### src/rtl/rc4_crack_pkg.sv
// Shared types and constants for the RC4 cracker datapath.
package rc4_crack_pkg;

  localparam int unsigned KEY_BYTES = 3;
  localparam int unsigned MSG_LEN   = 32;
  localparam logic [7:0]  ASCII_A   = 8'h61;
  localparam logic [7:0]  ASCII_Z   = 8'h7A;
  localparam logic [7:0]  ASCII_SP  = 8'h20;

  typedef logic [23:0] rc4_key_t;

  typedef enum logic [2:0] {
    ST_IDLE,
    ST_ISSUE,
    ST_WAIT_RES,
    ST_FOUND,
    ST_EXHAUSTED
  } dispatch_state_t;

  // Plaintext byte acceptance test used by the core's verdict logic.
  function automatic logic is_plain_char(input logic [7:0] c);
    return ((c >= ASCII_A) && (c <= ASCII_Z)) || (c == ASCII_SP);
  endfunction

endpackage

### src/rtl/dispatch_watchdog.sv
// Cycle counter that flags a core which never returns a verdict.
module dispatch_watchdog #(
  parameter int unsigned TIMEOUT_CYC = 65536
) (
  input  logic clk,
  input  logic rst_n,
  input  logic clr,
  input  logic en,
  output logic expired_c
);

  localparam int unsigned CW = $clog2(TIMEOUT_CYC + 1);

  logic [CW-1:0] cnt_q, cnt_d;

  assign expired_c = en && (cnt_q == CW'(TIMEOUT_CYC - 1));

  always_comb begin
    cnt_d = cnt_q;
    if (clr)                    cnt_d = '0;
    else if (en && !expired_c)  cnt_d = cnt_q + CW'(1);
  end

  always_ff @(posedge clk or negedge rst_n) begin
    if (!rst_n) cnt_q <= '0;
    else        cnt_q <= cnt_d;
  end

endmodule

### src/rtl/key_range_dispatcher.sv
// Walks a key range, offering one candidate at a time to the RC4 core and collecting verdicts.
// Optional core-response watchdog enabled by defining KEY_DISPATCH_TIMEOUT_EN.
module key_range_dispatcher
  import rc4_crack_pkg::*;
#(
  parameter int unsigned KEY_W = KEY_BYTES * 8,
  parameter int unsigned CNT_W = 24
`ifdef KEY_DISPATCH_TIMEOUT_EN
  , parameter int unsigned TIMEOUT_CYC = 65536
`endif
) (
  input  logic             CLOCK_50,
  input  logic             reset_n,
  input  logic             start,
  input  logic             abort,
  input  logic [KEY_W-1:0] key_lo,
  input  logic [KEY_W-1:0] key_hi,
  output logic [KEY_W-1:0] cand_key,
  output logic             cand_valid,
  input  logic             cand_ready,
  input  logic             res_valid,
  input  logic             res_match,
  output logic             busy,
  output logic             found,
  output logic [KEY_W-1:0] found_key,
  output logic             exhausted,
  output logic [CNT_W-1:0] keys_tried,
  output logic             timeout_err
);

  dispatch_state_t state_q, state_d;

  logic [KEY_W-1:0] cur_q, cur_d, hi_q, hi_d, found_key_q, found_key_d;
  logic [CNT_W-1:0] keys_q, keys_d;
  logic cand_valid_q, cand_valid_d, busy_q, busy_d;
  logic found_q, found_d, exh_q, exh_d, tmo_q, tmo_d;

  logic idle_like_c, start_acc_c, hs_c, verdict_c, timeout_c;

  assign idle_like_c = (state_q == ST_IDLE) || (state_q == ST_FOUND) || (state_q == ST_EXHAUSTED);
  assign start_acc_c = start && !abort && idle_like_c;
  assign hs_c        = (state_q == ST_ISSUE) && cand_valid_q && cand_ready;
  assign verdict_c   = (state_q == ST_WAIT_RES) && res_valid;

`ifdef KEY_DISPATCH_TIMEOUT_EN
  dispatch_watchdog #(.TIMEOUT_CYC(TIMEOUT_CYC)) u_watchdog (
    .clk       (CLOCK_50),
    .rst_n     (reset_n),
    .clr       (hs_c),
    .en        (state_q == ST_WAIT_RES),
    .expired_c (timeout_c)
  );
`else
  assign timeout_c = 1'b0;
`endif

  always_ff @(posedge CLOCK_50 or negedge reset_n) begin
    if (!reset_n) state_q <= ST_IDLE;
    else          state_q <= state_d;
  end

  // Range end is tested before incrementing so cur never wraps past all-ones.
  always_comb begin
    state_d = state_q;
    if (abort) begin
      state_d = ST_IDLE;
    end else begin
      case (state_q)
        ST_IDLE, ST_FOUND, ST_EXHAUSTED:
          if (start) state_d = (key_lo > key_hi) ? ST_EXHAUSTED : ST_ISSUE;
        ST_ISSUE:
          if (hs_c) state_d = ST_WAIT_RES;
        ST_WAIT_RES:
          if (verdict_c) begin
            if (res_match)          state_d = ST_FOUND;
            else if (cur_q == hi_q) state_d = ST_EXHAUSTED;
            else                    state_d = ST_ISSUE;
          end else if (timeout_c) begin
            state_d = ST_EXHAUSTED;
          end
        default: state_d = ST_IDLE;
      endcase
    end
  end

  always_comb begin
    cur_d        = cur_q;
    hi_d         = hi_q;
    found_key_d  = found_key_q;
    keys_d       = keys_q;
    found_d      = found_q;
    exh_d        = exh_q;
    tmo_d        = tmo_q;
    cand_valid_d = (state_d == ST_ISSUE);
    busy_d       = (state_d == ST_ISSUE) || (state_d == ST_WAIT_RES);
    if (abort) begin
      found_d = 1'b0;
      exh_d   = 1'b0;
      tmo_d   = 1'b0;
    end else if (start_acc_c) begin
      cur_d   = key_lo;
      hi_d    = key_hi;
      found_d = 1'b0;
      exh_d   = (key_lo > key_hi);
      keys_d  = '0;
      tmo_d   = 1'b0;
    end else if (verdict_c) begin
      keys_d = (keys_q == '1) ? keys_q : keys_q + CNT_W'(1);
      if (res_match) begin
        found_key_d = cur_q;
        found_d     = 1'b1;
      end else if (cur_q == hi_q) begin
        exh_d = 1'b1;
      end else begin
        cur_d = cur_q + KEY_W'(1);
      end
    end else if (timeout_c) begin
      tmo_d = 1'b1;
      exh_d = 1'b1;
    end
  end

  always_ff @(posedge CLOCK_50 or negedge reset_n) begin
    if (!reset_n) begin
      cur_q        <= '0;
      hi_q         <= '0;
      found_key_q  <= '0;
      keys_q       <= '0;
      cand_valid_q <= 1'b0;
      busy_q       <= 1'b0;
      found_q      <= 1'b0;
      exh_q        <= 1'b0;
      tmo_q        <= 1'b0;
    end else begin
      cur_q        <= cur_d;
      hi_q         <= hi_d;
      found_key_q  <= found_key_d;
      keys_q       <= keys_d;
      cand_valid_q <= cand_valid_d;
      busy_q       <= busy_d;
      found_q      <= found_d;
      exh_q        <= exh_d;
      tmo_q        <= tmo_d;
    end
  end

  assign cand_key    = cur_q;
  assign cand_valid  = cand_valid_q;
  assign busy        = busy_q;
  assign found       = found_q;
  assign found_key   = found_key_q;
  assign exhausted   = exh_q;
  assign keys_tried  = keys_q;
  assign timeout_err = tmo_q;

endmodule

### config.mk
export PLATFORM = sky130hd
export DESIGN_NAME = key_range_dispatcher
export DESIGN_NICKNAME = d
export VERILOG_FILES = /design/src/rtl/rc4_crack_pkg.sv /design/src/rtl/dispatch_watchdog.sv /design/src/rtl/key_range_dispatcher.sv
export SDC_FILE = /design/constraint.sdc
export NUM_CORES = 1
export LEC_CHECK = 0
export ABC_AREA = 0
export CAP_MARGIN = 20
export CORE_ASPECT_RATIO = 0.6
export CORE_UTILIZATION = 49
export DETAILED_ROUTE_END_ITERATION = 8
export PLACE_DENSITY = 0.77
export SLEW_MARGIN = 25
export SYNTH_ARGS = -nofsm -noshare
export SYNTH_HDL_FRONTEND = slang
export SYNTH_SLANG_ARGS = --single-unit
export TNS_END_PERCENT = 50
### constraint.sdc
create_clock -name CLOCK_50 -period 3 [get_ports CLOCK_50]
set_input_delay 0.9 -clock CLOCK_50 [delete_from_list [all_inputs] [get_ports CLOCK_50]]
set_output_delay 0.9 -clock CLOCK_50 [all_outputs]
set_load 0.02 [all_outputs]
* After elaboration in Yosys (flattened, before gate mapping) *
Cells that the tools add are included.

cells by class
  bitwise gates (word level) = 2
  reduce and logical (&&, ||, !) cells = 22
  add/sub/neg operators = 2
  equal/unequal tests = 12
  muxes and demuxes = 26
  $lt $le $gt $ge = 1

operator list
  kind                                                                      count
  24-bit two-way mux                                                        7
  24-bit by 1-bit adder with 24-bit output (second input constant)          2
  24-bit equality test                                                      1
  24-bit equality test (second input constant)                              1
  24-bit greater-than comparator                                            1
  3-bit two-way mux                                                         7
  1-bit two-way mux                                                         11
  3-bit by 2-bit equality test with 1-bit output (second input constant)    3
  3-bit case mux with 3 select lines                                        1
  3-bit nonzero test                                                        3
  4-bit AND reduction                                                       2
  3-bit by 1-bit equality test with 1-bit output (second input constant)    2
  3-bit AND reduction                                                       2
  1-bit logical AND                                                         5
  2-bit inequality test (second input constant)                             2
  2-bit AND reduction                                                       2
  2-bit nonzero test                                                        2
  3-bit equality test (second input constant)                               1
  3-bit zero test                                                           1
  1-bit logical OR                                                          3
  3-bit by 2-bit inequality test with 1-bit output (second input constant)  1
  3-bit OR reduction                                                        1
  2-bit by 1-bit inequality test with 1-bit output (second input constant)  1
  1-bit NOT                                                                 2
  1-bit zero test                                                           1

storage, ports and cells
  output and inout port bits = 77
  register bits after elaboration = 104
  input bits = 55
  word-level logic and storage cells = 75

* Logic depth before layout (Yosys ltp) *
Gate-level depths: netlist of run 1.

  depth in word-level cells = 8
  gate-level depth with buffers = 9
  mapped depth without buffers = 9

* Least setup slack after synthesis of run 1 *
No wires, ideal clock.

  path kind = input to register
  start point = in key_hi[23]
  end point = reg busy_q, in the netlist busy
  setup time = 0.128 ns
  arrival time = 2.530 ns
  setup slack = 0.342 ns
  stages on the path = 8
  cell sequence = inv_1 ha_1 a21oi_1 o21ai_0 or4_1 a32oi_1 a221oi_2 mux2_1

on the way
  cells in the longest elaborated chain, start to end = 7
  elaborated cells on any way between the ends = 8
  classes of those cells = order compare (1); eq/ne (2); mux (4); reduce/logical (1)

ends and longest elaborated chain
  element                                                                                                                  line                         text
  start, declared                                                                                                          key_range_dispatcher.sv:17   input logic [KEY_W-1:0] key_hi,
  24-bit greater-than comparator (*)                                                                                       key_range_dispatcher.sv:70   if (start) state_d = (key_lo > key_hi) ? ST_EXHAUSTED : ST_ISSUE;
  3-bit two-way mux (*) (2 in series)                                                                                      key_range_dispatcher.sv:70
  3-bit case mux with 3 select lines (*)                                                                                   key_range_dispatcher.sv:68   case (state_q)
  3-bit two-way mux (*)                                                                                                    key_range_dispatcher.sv:65   if (abort) begin
  3-bit by 1-bit equality test with 1-bit output / 3-bit by 2-bit equality test with 1-bit output (equally long branches)  key_range_dispatcher.sv:95   busy_d = (state_d == ST_ISSUE) || (state_d == ST_WAIT_RES);
  1-bit logical OR (*)                                                                                                     key_range_dispatcher.sv:95
  via busy_d                                                                                                               key_range_dispatcher.sv:35   logic cand_valid_q, cand_valid_d, busy_q, busy_d;
  end signal, assigned                                                                                                     key_range_dispatcher.sv:140  busy_q <= busy_d;
  end, declared                                                                                                            key_range_dispatcher.sv:35

The timed path passes the listed nets; every way through them passes the cells marked *.
A chain may end at the register's enable or synchronous reset.

* Final worst setup path of run 1 *
  start point = in key_hi[21]
  end point = reg busy_q, in the netlist busy

The elaborated chain is that of the path after synthesis.

==> impl_metrics.ini, run 1 <==
[outcome]
status = completed

[floorplan]
die_h_um = 85.3
rows = 29
die-area_um2 = 12000
core_um2 = 10900
die_w_um = 141
initial_core_util = 0.520
io_pins = 132

[drt]
wl_um = 15500
routedWlPerCell_um = 18.2
vias = 4694
routed_via_density = 5.52
ant_nets = 0
drc = 0
drt_iter0_drc = 307
drt_pass1_iterations = 5

[grt]
grt_max_degree = 79
grt_pass1_vias = 4599
gr-usage-all-layers = 0.271
overflow = 0
antenna_found_initial = 0
grt_pass1_wl_um = 24600

[placed_design]
hpwl_um = 11400
dp_cells = 834
routabilityCongestion = 0.879
io_buffer_count = 130
pre_cts_ws_ps = -469
dpl-instance-area_um2 = 7370

[logic_synthesis]
yosysSeqAreaShare = 0.455
synth_warnings = 0
synth_nets = 627
ys_ff_latch = 103
synthFlopType = dfrtp_1
synth_edf_count = 0
syn_area_per_cell_um2 = 10.4
synth_area_um2 = 5660
postSynth.asyncResetShare = 1.00
syn_inst = 546
synth_cell_types = 56

[sta]
post-route-period-util = 0.977
period_minus_slack_ps = 2930
slew_headroom = 0.498
setup_violations = 0
worstMarginPinSlew_ps = 753
finalHoldViolations = 0
max_freq_mhz = 341
drv_slew = 0
setup_ws_ps = 69.1
skew_ps = 7.07
whs_ps = 468
fin_tns_setup_ps = 0

[final_layout]
final_cells = 850
syn_to_final_growth_pct = 36.8
postLayoutCellArea_um2 = 7740
diodes = 0
regArea_um2 = 2580
fill_cells = 792
mostFrequentLayoutCells = 129 x clkdlybuf4s50_1, 103 x dfrtp_1, 52 x nand2_1
final_common_cell = clkdlybuf4s50_1
drive_above_1_share = 0.184
fin_util = 0.711
nets = 787
multi_input_area_um2 = 2940

[critical_path]
crit_path_cell_trace = clkdlybuf4s50_1, inv_1, ha_1, a21oi_2, o21ai_1, or4_4, a32oi_2, a221oi_2, mux2_4
crit_slowest_cell = or4_4
cpPeakStageDelay_ps = 570
critPathCaptureType = flop
crit_type = in2reg
cp.arrival_ps = 3170
cp.required_ps = 3240
cp-start-kind = primary input
worstPathMaxFanout = 2

[clock_network]
clock_sinks = 103
ctsHtreeMaxLevel = 3
ctsHoldBuffers = 0
cts.path.max_buffers = 2
cts_tree = yes
post-cts-setup-buffers = 0
cts_root_buf = clkbuf_16
path_clk_slew_ps = 70
insertion_delay_ps = 360
numCtsBuffers = 9

[power]
powerDensity_nw_per_um2 = 536
pwr-share-clk = 0.312
seq_power_share = 0.418
switching_share = 0.311
p_sw_mw = 1.29
power.internal_mw = 2.86
peakVddDrop_v = 0.000365
power.share.combinational = 0.270
power_mw = 4.15
cellLeakagePower_nw = 3.39

[min_path]
hold_class = in2async

[job]
drv_cap = 0
## routing by layer
metal,global-route usage,vias up,routed length [um]
met4,0.0573,0,137
li1,-,2214,-
met1,0.386,2306,7450
met3,0.0863,15,1210
met5,0,-,0
met2,0.406,159,6680
## worst max-delay path, delay by kind of cell
family	cells	cell delay [ps]
compound gates	4	550
simple gates	1	570
fa+ha+maj	1	310
mux	1	320
buf+inv	2	530
## kinds of logic after synthesis
group	share of synthesized area
buffers and inverters	0.0369
other	0.000662
adder cells (fa/ha/maj)	0.0574
AO/OA/AOI/OAI	0.0687
AND/OR/NAND/NOR	0.177
multiplexers	0.101
XOR/XNOR	0.104
flip-flops	0.455
## power groups by stage
stage | Clock, mW | Combinational (mW) | Sequential [mW]
after CTS | 1.32 | 1.12 | 1.73
after global placement | 0 | 1.08 | 1.75
after detailed placement | 0 | 1.10 | 1.76
after floorplan | 0 | 0.436 | 1.86
final | 1.30 | 1.12 | 1.73
after global routing | 1.37 | 1.21 | 1.76
## sequential cells by signal, summed over array words and instances, names as in the netlist
signal,count
cand_valid,1
found_key,24
state_q,3
cand_key,24
exhausted,1
found,1
hi_q,24
busy,1
keys_tried,24
## layout make-up
| cell class | count | share of cell area |
|---|---|---|
| Multi-Input combinational cell | 393 | 0.380 |
| Sequential cell | 103 | 0.333 |
| Clock inverter | 7 | 0.0129 |
| Clock buffer | 9 | 0.0291 |
| Inverter | 31 | 0.0150 |
| Timing Repair Buffer | 168 | 0.208 |
| Tap cell | 139 | 0.0225 |
## worst paths after layout
path | from | to | slack (ps) | cells after the start
worst max-delay path | key_hi[21] | busy | 70 | 9
worst min-delay path | reset_n | found_key[8] | 470 | 1
worst max register to register | cand_key[20] | cand_key[1] | 320 | 7
worst min register to register | found_key[7] | found_key[7] | 510 | 1
max in group asynchronous | reset_n | keys_tried[16] | 1780 | 2
min in group CLOCK_50 | found_key[7] | found_key[7] | 510 | 1
## timing repair
action	CTS	global route
endpoints found under the hold margin	0	0
endpoints found under the setup margin	1	2
gates resized for setup	4	6
gates cloned	0	0
pin swaps	2	4
## Yosys cell counts, types with 2 or more instances
cell type / n / share of area
o211ai_1: 3 / 0.0040
ha_1: 26 / 0.057
dfrtp_1: 103 / 0.46
o21a_1: 2 / 0.0027
nor3_2: 2 / 0.0035
nor2b_1: 4 / 0.0044
nor2_1: 34 / 0.023
nand2b_1: 6 / 0.0066
buf_4: 3 / 0.0040
xnor2_1: 32 / 0.049
inv_1: 31 / 0.021
nand4_1: 11 / 0.012
o21ai_1: 11 / 0.0097
nand3_1: 13 / 0.011
clkbuf_1: 7 / 0.0046
and3_1: 8 / 0.0088
or3_1: 4 / 0.0044
mux2_2: 48 / 0.095
xor2_1: 35 / 0.054
nor4_2: 3 / 0.0066
buf_2: 8 / 0.0071
and4_1: 4 / 0.0062
nor4_1: 7 / 0.0077
a211oi_1: 2 / 0.0027
nor3_1: 16 / 0.014
a31oi_1: 2 / 0.0022
and2_1: 2 / 0.0022
nand2_1: 52 / 0.034
a21oi_1: 18 / 0.016
o21ai_0: 22 / 0.019
mux2i_1: 2 / 0.0035
Power figures use the tool's default switching activity.
==> run 2, diff against run 1 <==
Settings changed: CORE_UTILIZATION 49 to 55, PLACE_DENSITY 0.77 to 0.85.
==> run 2 against run 1 <==
Effect of this change: count of clock-buffer cells in the layout unchanged; flip-flop and latch count is the same; core utilization is 7.1 points higher; critical endpoint unchanged; critical path depth unchanged; hold slack improved by 38 ps; non-clock buffer count unchanged; critical path type unchanged; clock power about the same.
==> impl_metrics.ini, run 2 (synthesis results as in run 1) <==
[critical_path]
crit_path_cell_trace = clkdlybuf4s50_1, inv_1, ha_4, a21oi_2, o21ai_1, or4_4, a32oi_4, a221oi_2, mux2_1
worstPathMaxFanout = 3
critPathBufInv = 2
cpPeakStageDelay_ps = 580
r2r-end = cand_key[1]
cp-start-kind = primary input
crit_type = in2reg
ff2ff_path_depth = 7
critPathTopFamily = buffers and inverters
cp.arrival_ps = 3210
cp.required_ps = 3240
r2r_start = cand_key[10]
ff2ff_setup_slack_ps = 440
critPathCaptureType = flop
crit_slowest_cell = or4_4

[clock_network]
ctsHoldBuffers = 0
cts_tree = yes
clock_sinks = 103
ctsHtreeMaxLevel = 3
path_clk_slew_ps = 70
cts_root_buf = clkbuf_16
cts.path.max_buffers = 2
numCtsBuffers = 9
insertion_delay_ps = 350

[outcome]
status = completed

[grt]
overflow = 0
grt_pass1_wl_um = 24100
grt_max_degree = 80
grt_pass1_vias = 4720
antenna_found_initial = 0
gr-usage-all-layers = 0.299

[sta]
period_minus_slack_ps = 2970
worstMarginPinSlew_ps = 742
skew_ps = 7.21
setup_violations = 0
max_freq_mhz = 336
fin_tns_setup_ps = 0
drv_slew = 0
setup_ws_ps = 28.1
finalHoldViolations = 0
post-route-period-util = 0.991
slew_headroom = 0.506

[placed_design]
dp_cells = 829
io_buffer_count = 130
pre_cts_ws_ps = -470
routabilityCongestion = 0.881
hpwl_um = 11200

[drt]
drt_iter0_drc = 355
ant_nets = 0
drt_pass1_iterations = 5
routedWlPerCell_um = 18.2
wl_um = 15400
vias = 4770
routed_via_density = 5.64
drc = 0

[final_layout]
mostFrequentLayoutCells = 128 x clkdlybuf4s50_1, 103 x dfrtp_1, 51 x nand2_1
final_cells = 846
diodes = 0
final_common_cell = clkdlybuf4s50_1
nets = 787
syn_to_final_growth_pct = 37.0
drive_above_1_share = 0.188
fill_cells = 617

[floorplan]
die_w_um = 133
core_um2 = 9910
rows = 28
die-area_um2 = 10700
die_h_um = 80.6
initial_core_util = 0.571
io_pins = 132

[min_path]
min_to = found_key[7]
hold_depth = 1
hold_path_startpoint = found_key[7]
hold_class = reg2reg

[power]
peakVddDrop_v = 0.000327
powerDensity_nw_per_um2 = 533
cellLeakagePower_nw = 3.38

[job]
drv_cap = 0
## run 2: changes by cell type in the layout (fill, tap and decap cells not counted), sizes merged
cell | previous run | this run
dlymetal6s2s | 0 | 1
clkinvlp | 0 | 3
inv | 34 | 32
clkdlybuf4s50 | 129 | 128
clkinv | 2 | 1
## run 2: worst max-delay path by stage
stage          startpoint  endpoint  slack, ps  cells past startpoint
3_5_place_dp   key_hi[23]      busy       -470                      9
3_3_place_gp   key_hi[23]      busy       -410                      9
2_1_floorplan  key_hi[23]      busy        340                      8
4_1_cts        key_hi[17]      busy         40                      9
5_1_grt        key_hi[21]      busy         -4                      9
6_report       key_hi[23]      busy         30                      9
## run 2: power by group
group,total [mW],internal [mW],switching [mW]
registers,1.75,1.56,0.190
logic,1.11,0.556,0.558
clock network,1.27,0.733,0.535
total,4.13,2.85,1.28
## run 2: cell type report
cell class	count	area (um2)	share of cell area
Timing Repair Buffer	168	1600	0.206
Clock inverter	7	96.3	0.0124
Sequential cell	103	2580	0.332
Multi-Input combinational cell	393	2970	0.383
Tap cell	135	169	0.0218
Clock buffer	9	225	0.0290
Inverter	31	116	0.0150
## run 2: timing repair
item                                   CTS  global route
buffers inserted                         1             0
pin swaps                                3             7
setup endpoints to repair                3             4
resized for setup                        5            10
endpoints found under the hold margin    0             0
## run 2: routing by layer
metal	up-vias	GRT usage	wire length, um
met5	-	0	0
met3	16	0.0821	1120
met1	2342	0.417	7240
met4	0	0.0747	144
met2	210	0.460	6930
li1	2202	-	-
## run 2: metrics by stage
stage	util	cell area [um2]	hold slack, ps	power (mW)
after floorplan	-	5660	501	2.30
after global placement	0.741	7340	488	2.80
after detailed placement	0.741	7340	495	2.85
after CTS	0.777	7700	512	4.12
after global routing	0.782	7760	525	4.31
final	0.782	7760	505	4.13
==> run 3, diff against run 2 <==
Settings changed: CORE_MARGIN set to 4, SETUP_SLACK_MARGIN set to 0.3, SYNTH_HIERARCHICAL set to 1.
==> run 3 against run 2 <==
Effect of this change: clock skew is 0.98 ps higher; power is 1.8% lower; final cell count is 0.83% lower.
==> impl_metrics.ini, run 3 <==
[logic_synthesis]
yosysSeqAreaShare = 0.455
ys_ff_latch = 103
synth_edf_count = 0
synth_top_area_frac = 0.455
synthFlopType = dfrtp_1
postSynth.asyncResetShare = 1.00
syn_area_per_cell_um2 = 10.4
netlist_top_cells_count = 103 x dfrtp_1, 52 x nand2_1, 48 x mux2_2
synthMostInstantiatedCell = dfrtp_1
yosys.area.top_type = dfrtp_1
synth_area_leaders = dfrtp_1 46%, mux2_2 9.5%, ha_1 5.7%
synth_nets = 627
syn_inst = 546
synth_warnings = 6
synth_area_um2 = 5660
synth_cell_types = 56

[sta]
setup_violations = 0
period_minus_slack_ps = 2740
max_freq_mhz = 365
whs_ps = 493
fin_tns_setup_ps = 0
skew_ps = 8.19
post-route-period-util = 0.914
drv_slew = 0
finalHoldViolations = 0
slew_headroom = 0.606
worstMarginPinSlew_ps = 587
rsz0062_at_grt = true
setup_ws_ps = 259

[final_layout]
mostFrequentLayoutCells = 103 x dfrtp_1, 86 x clkdlybuf4s50_1, 51 x nand2_1
diodes = 0
final_common_cell = dfrtp_1
final_cells = 839
syn_to_final_growth_pct = 39.3
drive_above_1_share = 0.226
nets = 781
fin_util = 0.793

[drt]
drt_iter0_drc = 303
ant_nets = 0
vias = 4838
routed_via_density = 5.77
drt_pass1_iterations = 5
wl_um = 16500
drc = 0
routedWlPerCell_um = 19.7

[floorplan]
die_w_um = 139
io_pins = 132
initial_core_util = 0.569
die_h_um = 86.6
die-area_um2 = 12000
core_um2 = 9950
rows = 28

[placed_design]
dp_cells = 824
routabilityCongestion = 0.873
io_buffer_count = 130
hpwl_um = 11800
pre_cts_ws_ps = -502

[job]
drv_cap = 0

[clock_network]
insertion_delay_ps = 350
ctsHoldBuffers = 0
clock_sinks = 103
cts_tree = yes
cts.path.max_buffers = 2
numCtsBuffers = 9
cts_root_buf = clkbuf_16
ctsHtreeMaxLevel = 3
path_clk_slew_ps = 70

[grt]
grt_pass1_vias = 4978
gr-usage-all-layers = 0.276
grtUsageMet1 = 0.381
use_met3 = 0.0733
busiest_layer = met2
grt_max_degree = 79
grtUsageMet2 = 0.436
antenna_found_initial = 2
overflow = 0
grt_pass1_wl_um = 26200

[critical_path]
crit_type = in2reg
worstPathMaxFanout = 2
cp-start-kind = primary input
critPathCaptureType = flop
cp.required_ps = 3230
cp.arrival_ps = 2970

[min_path]
hold_class = in2async

[power]
powerDensity_nw_per_um2 = 514
peakVddDrop_v = 0.000427
cellLeakagePower_nw = 3.47

[outcome]
status = completed
==> run 3: path summary, 6_finish.rpt <==
path | startpoint | endpoint | slack (ps) | cells past startpoint
max | key_lo[6] | busy | 260 | 8
min | reset_n | found_key[9] | 490 | 1
max reg2reg | cand_key[20] | busy | 410 | 6
min reg2reg | found_key[14] | found_key[14] | 510 | 1
max in group asynchronous | reset_n | hi_q[13] | 1680 | 2
min in group CLOCK_50 | found_key[14] | found_key[14] | 510 | 1
==> run 3: critical path: stages <==
cell	delay [ps]
clkdlybuf4s50_1	440
ha_1	230
a21oi_2	160
o21ai_1	120
or3_4	390
a32oi_4	310
a221oi_4	130
mux2_4	310
==> run 3: kinds of logic (layout without fill, tap and decap cells) <==
group                    Yosys count  after routing  synth area share
other                              1              1          0.000662
flip-flops                       103            103             0.455
multiplexers                      51             51             0.101
AND/OR/NAND/NOR                  181            181             0.177
AO/OA/AOI/OAI                     67             67            0.0687
buffers and inverters             50            208            0.0369
XOR/XNOR                          67             67             0.104
adder cells (fa/ha/maj)           26             26            0.0574
==> run 3: what timing repair did <==
action,in CTS,in global routing
setup endpoints to repair,6,12
resized for setup,67,31
buffers inserted,0,0
pin swaps,20,13
==> run 3: cell type report <==
cell class,count,area [um2]
Clock buffer,10,229
Fill cell,638,2060
Clock inverter,5,60.1
Inverter,31,116
Tap cell,135,169
Timing Repair Buffer,162,1550
Multi-Input combinational cell,393,3190
Sequential cell,103,2580
==> run 3: metal layers <==
metal | vias to the layer above | part of all wire
li1 | 2201 | -
met1 | 2374 | 0.45
met2 | 217 | 0.46
met3 | 42 | 0.077
met4 | 4 | 0.019
met5 | - | 0.0013
==> run 3: where the power goes <==
part / switching (mW) / leakage [nW] / internal (mW)
clock: 0.515 / 0.139 / 0.644
sequential: 0.198 / 1.34 / 1.56
combinational: 0.584 / 1.99 / 0.554
total: 1.30 / 3.47 / 2.76
==> run 3: through the flow <==
stage,power [mW],cell area [um2]
2_1_floorplan,2.30,5660
3_3_place_gp,2.80,7330
3_5_place_dp,2.84,7330
4_1_cts,4.03,7770
5_1_grt,4.24,7890
6_report,4.06,7890
